`src/rtl/packet_deframer.sv`:
```
// packet_deframer: hunts for SYNC_BYTE, assembles a 4-byte payload MSB-first,
// then consumes one CRC-8/DVB-S2 byte and reports the word with a one-cycle
// word_valid pulse. Long idle gaps inside a frame abort it with frame_err.
//
// Optional feature macro: PACKET_DEFRAMER_CRC_CHECK_EN
//   defined   -> CRC is computed over the payload and compared to the CRC byte
//   undefined -> no CRC logic; the CRC byte is still consumed, crc_ok reads 1
module packet_deframer #(
  parameter logic [7:0]  SYNC_BYTE = 8'hA5,
  parameter int unsigned TIMEOUT   = 255
) (
  input  logic        clk,
  input  logic        rst,
  input  logic [7:0]  in_byte,
  input  logic        in_valid,
  output logic [31:0] word,
  output logic        word_valid,
  output logic        crc_ok,
  output logic        frame_err,
  output logic        busy
);

  typedef enum logic [1:0] {
    HUNT,
    PAYLOAD,
    CHECK
  } state_t;

  // Idle counter value at which the next idle cycle aborts the frame.
  localparam logic [15:0] IDLE_LAST = 16'(TIMEOUT - 1);

  state_t      state;
  logic [1:0]  byte_idx;
  logic [15:0] idle_cnt;
  logic [31:0] shift_reg;

`ifdef PACKET_DEFRAMER_CRC_CHECK_EN
  logic [7:0] crc;

  // One byte of CRC-8 poly 0xD5, MSB first, no reflection.
  function automatic logic [7:0] crc8_step(input logic [7:0] c, input logic [7:0] d);
    logic [7:0] r;
    r = c ^ d;
    for (int i = 0; i < 8; i++) begin
      r = r[7] ? ((r << 1) ^ 8'hD5) : (r << 1);
    end
    return r;
  endfunction
`endif

  // The frame is in progress whenever we are not hunting for a sync byte.
  assign busy = (state != HUNT);

  // Frame FSM: sync hunt, payload assembly, CRC byte, idle timeout, pulses.
  always_ff @(posedge clk) begin
    if (rst) begin
      state      <= HUNT;
      byte_idx   <= 2'd0;
      idle_cnt   <= 16'd0;
      shift_reg  <= 32'd0;
      word       <= 32'd0;
      word_valid <= 1'b0;
      crc_ok     <= 1'b0;
      frame_err  <= 1'b0;
`ifdef PACKET_DEFRAMER_CRC_CHECK_EN
      crc        <= 8'h00;
`endif
    end else begin
      word_valid <= 1'b0;
      frame_err  <= 1'b0;
      case (state)
        HUNT: begin
          idle_cnt <= 16'd0;
          byte_idx <= 2'd0;
          if (in_valid && (in_byte == SYNC_BYTE)) begin
            state <= PAYLOAD;
`ifdef PACKET_DEFRAMER_CRC_CHECK_EN
            crc   <= 8'h00;
`endif
          end
        end

        PAYLOAD: begin
          if (in_valid) begin
            idle_cnt  <= 16'd0;
            shift_reg <= {shift_reg[23:0], in_byte};
            byte_idx  <= byte_idx + 2'd1;
`ifdef PACKET_DEFRAMER_CRC_CHECK_EN
            crc       <= crc8_step(crc, in_byte);
`endif
            if (byte_idx == 2'd3) begin
              state <= CHECK;
            end
          end else if (idle_cnt == IDLE_LAST) begin
            frame_err <= 1'b1;
            state     <= HUNT;
            idle_cnt  <= 16'd0;
            byte_idx  <= 2'd0;
          end else begin
            idle_cnt <= idle_cnt + 16'd1;
          end
        end

        CHECK: begin
          if (in_valid) begin
            idle_cnt   <= 16'd0;
            word       <= shift_reg;
            word_valid <= 1'b1;
`ifdef PACKET_DEFRAMER_CRC_CHECK_EN
            crc_ok     <= (in_byte == crc);
`else
            crc_ok     <= 1'b1;
`endif
            state      <= HUNT;
          end else if (idle_cnt == IDLE_LAST) begin
            frame_err <= 1'b1;
            state     <= HUNT;
            idle_cnt  <= 16'd0;
            byte_idx  <= 2'd0;
          end else begin
            idle_cnt <= idle_cnt + 16'd1;
          end
        end

        default: begin
          state <= HUNT;
        end
      endcase
    end
  end

endmodule

```
`config.mk`:
```
export PLATFORM = sky130hd
export DESIGN_NAME = packet_deframer
export DESIGN_NICKNAME = d
export VERILOG_FILES = /design/src/rtl/packet_deframer.sv
export SDC_FILE = /design/constraint.sdc
export NUM_CORES = 1
export LEC_CHECK = 0
export BUFFER_PORTS_ARGS = -buffer_cell sky130_fd_sc_hd__clkbuf_2
export CAP_MARGIN = 30
export CORE_MARGIN = 1
export CORE_UTILIZATION = 56
export DETAILED_ROUTE_END_ITERATION = 12
export PLACE_DENSITY = 0.83
export REMOVE_ABC_BUFFERS = 1
export SKIP_LAST_GASP = 1
export SLEW_MARGIN = 15
export SYNTH_ARGS = -nofsm -noshare
export SYNTH_HDL_FRONTEND = slang
export SYNTH_SLANG_ARGS = --single-unit
```
`constraint.sdc`:
```
create_clock -name clk -period 2.2 [get_ports clk]
set_input_delay 0.11 -clock clk [delete_from_list [all_inputs] [get_ports clk]]
set_output_delay 0.11 -clock clk [all_outputs]
set_load 0.01 [all_outputs]
```
==> results <==
- The flip-flop cell with the highest count after synthesis is sky130_fd_sc_hd__dfxtp_1.
- The CTS sink count is 87.
- The count of state elements after synthesis is between 80 and 90.
- The post-synthesis average cell area is 8.127 sq um.
- The flow ran to the end, and the final reports show no timing, DRC or antenna violations.
- Counting flops with an async set or reset pin after synthesis yields a share of 0%.
- The pin count of the biggest net entering global routing is around 70.
- The depth of the worst register-to-register path is 6.
- The mean number of vias per cell is 5.363.
- TritonCTS built the clock tree.
- For this block, the routed nets add up to between 6 and 7 mm of wire.
- Between clock sinks in the finished design, the worst skew comes to 10.42 ps.
- The clock latency on the worst-skew pair is around 360 ps.
- The routed layout has ~3k vias.
- Setup repair after global routing left no endpoint under its margin.
- The headroom to the max-slew limit is a little over half.
- The worst-path cell with the longest stage delay is sky130_fd_sc_hd__nand4_1.
- After detailed placement, the total cell area comes to approximately 3700 sq um.
- The critical path's largest stage delay is about 450 ps.
- The first-iteration detailed-routing DRC count is ~130.
- The net total in the final layout is approximately 490.
- Walking the worst path, the cells encountered are inv_1, ha_1, and4b_1, nand4_1, a21oi_4, nor2_1.
- The routed wirelength normalized by instance count is between 10 and 15 um.
- The starting density of the core is 58.68%.
- The clock root buffer master is sky130_fd_sc_hd__clkbuf_8.
- The number of buffers created by CTS is 9.
- The critical path class is reg2reg.
- By instance count, the leading cell after synthesis is sky130_fd_sc_hd__nand2_1.
- Of the cells placed in the final design, the portion with a size suffix greater than 1 is 15.76%.
- The maximum ir drop on the vdd rail is about 0.00035 V.
- Synthesis instantiated 44 different standard cells from the library.
- Including well taps, the total number of placed cells is 529.
- Of the post-synthesis cell area, the dominant cell type holds 49.84%.
- After detailed routing, the number of remaining DRC violations is 0.
- The multi-input combinational cells in the finished layout cover a total of 1583 sq um.
- STA puts the critical path data required time at around 2400 ps.
- For this run, the total global-route usage over all layers was measured as a little under a quarter.
- The post-CTS clock slew at the launch and capture registers of the worst setup and hold paths is 80 ps.
- Measured along the y axis, the die boundary spans between 80 and 90 um.
- The number of flops mapped to enable cells by yosys is 0.
- The number of primary I/O pins is 47.
- The worst register-to-register path begins at idle_cnt[0].
- The class of the worst hold path is in2reg.
- The data arrival time of the critical path is 2150 ps.
- The placer congestion estimate is ~0.9.
- 0 antenna diodes ended up in the layout.
- After layout, the minimum clock period comes to roughly 1900 ps.
- The sequential area share after synthesis is 49.84%.
- The count of endpoints failing hold in the final timing report was 0.
- Counting along the longest clock path gives a buffer depth of 2.
- The wire length of the first global-routing pass is ~12 mm.
- The number of port buffers is 46.
- Setup violations remaining at the end of the flow were counted as 0.
- The max-capacitance violation count is 0.
- In this run the core area contains 28 standard-cell rows.
- The register area is roughly 1700 sq um.
- The total power is 2.611 mW.
- After the flow finishes, the layout carries non-filler instances totaling around 550.
- The launching element type of the critical path is a flip-flop.
- The overall die width is roughly 80 um.
- The relative area change from synthesis to final layout is 13.64%.
- The startpoint of the worst hold path is in_byte[7].
- The detailed placement HPWL is around 4.7 mm.
- Static timing analysis puts the maximum clock frequency at 523.2 MHz.
- The Yosys step of the flow raised 0 warnings.
- The H-tree generated during clock tree synthesis spans 3 levels.
- The synthesized design spends more area on one cell type than any other, namely sky130_fd_sc_hd__dfxtp_1.
- The sum of negative setup slack is 0 ps.
- The final standard cell area without fillers is slightly below 4000 sq um.
- Ranked by instance count, the synthesized netlist is headed by sky130_fd_sc_hd__nand2_1, sky130_fd_sc_hd__dfxtp_1, sky130_fd_sc_hd__a21oi_1.
- For flop-to-flop paths, the worst setup slack is 290 ps.
- The placeable core region is ~6000 sq um.
- After synthesis the cells add up to 3495 sq um.
- For this run, the detailed router's first-pass iteration total came to 4.
- The number of buffers and inverters on the critical path is 1.
- The number of pins with negative max-slew slack in the final report is 0.
- The global route total overflow is 0.
- The maximum net fanout on the critical path is 11.
- The final worst-path cycle share is roughly 87%.
- Counting the fill cells in the layout gives 495.
- The slew at the pin closest to its max-slew limit is roughly 690 ps.
- Among cell families on the critical path, the largest total delay comes from simple AND/OR/NAND/NOR gates.
- The number of antenna violations at the first check in global routing is 0.
- The die area is between 6000 and 7000 sq um.
- The synthesized instance count is 430.
- The power per cell area is 657.4 nW/um^2.
- The via count of the first global-routing pass was around 2.6k.
- The number of nets still failing antenna checks after routing is 0.
- The worst setup path is captured at a flip-flop.
- The total leakage power is 1.400 nW.
- The path with the worst hold slack has its endpoint at shift_reg[7].
- The capture instance of the worst register-to-register path is idle_cnt[2].
- By area the synthesized netlist is led by sky130_fd_sc_hd__dfxtp_1, sky130_fd_sc_hd__nand2_1, sky130_fd_sc_hd__a21oi_1.
- The instance count along the most critical hold path is 3.
==> per-layer routing <==
metal	vias up	track usage (%)	share of wire, %
met5	-	0	0
met4	0	12.14	1.9
met3	11	4.607	4.0
met2	74	37.48	48
met1	1339	28.93	46
li1	1531	-	-
==> power breakdown <==
group	leakage (nW)	internal [mW]	switching, mW	total, mW
logic	0.611	0.0178	0.0353	0.0531
clock network	0.0895	0.439	0.545	0.984
registers	0.700	1.57	0.000143	1.57
==> cells in the final DEF, fill, tap and decap left out, types with 5 or more instances in the layout <==
cell type	count
sky130_fd_sc_hd__a21oi_1	75
sky130_fd_sc_hd__inv_1	10
sky130_fd_sc_hd__ha_1	7
sky130_fd_sc_hd__clkbuf_8	10
sky130_fd_sc_hd__buf_4	5
sky130_fd_sc_hd__nor3_1	5
sky130_fd_sc_hd__nand2_1	137
sky130_fd_sc_hd__dfxtp_1	87
sky130_fd_sc_hd__dlygate4sd3_1	6
sky130_fd_sc_hd__a31oi_1	5
sky130_fd_sc_hd__xor2_1	6
sky130_fd_sc_hd__nand4_1	8
sky130_fd_sc_hd__nor2_1	13
sky130_fd_sc_hd__clkbuf_2	46
sky130_fd_sc_hd__nand3_1	8
==> tightest hold or removal path: cells and delay by family <==
family | cells | cell delay [ps]
AOI/OAI and AO/OA | 1 | 50
and+or+nand+nor | 1 | 60
buffers and inverters | 1 | 100
==> stage by stage <==
step	utilization [%]	setup WS, ps	hold slack [ps]
floorplan	-	435.2	179.1
global placement	62.40	323.9	361.7
detailed placement	62.65	252.6	363.2
CTS	66.55	238.9	8.512
global route	66.68	87.50	8.780
finish	66.68	288.7	10.37
==> cells by family after synthesis <==
group	share of synthesized area [%]
fa+ha+maj	2.506
flops	49.84
simple gates	25.28
buf+inv	5.084
xor+xnor	2.256
mux	0.5729
compound gates	14.46
==> repair_timing <==
item | CTS | global route
hold endpoints to repair | 6 | 0
endpoints found under the setup margin | 0 | 5
setup buffers | 0 | 0
resized for setup | 0 | 1
hold buffers | 6 | 0
==> area by class of cell <==
class	count	area share, %
clock buffer	11	3.560
sequential	87	43.86
inverter	10	0.9452
tap	75	2.363
multi-input combinational	305	39.86
clock inverter	5	0.7876
timing repair buffer	58	8.633
==> how the worst max path moves through the flow <==
stage / startpoint / endpoint / slack [ps] / cells after the start
floorplan: state[1] / byte_idx[1] / 440 / 6
global placement: idle_cnt[0] / idle_cnt[2] / 320 / 6
detailed placement: idle_cnt[2] / idle_cnt[2] / 250 / 4
CTS: idle_cnt[1] / idle_cnt[2] / 240 / 5
global route: idle_cnt[2] / idle_cnt[6] / 90 / 4
finish: idle_cnt[0] / idle_cnt[2] / 290 / 6
Power figures use the tool's default switching activity.
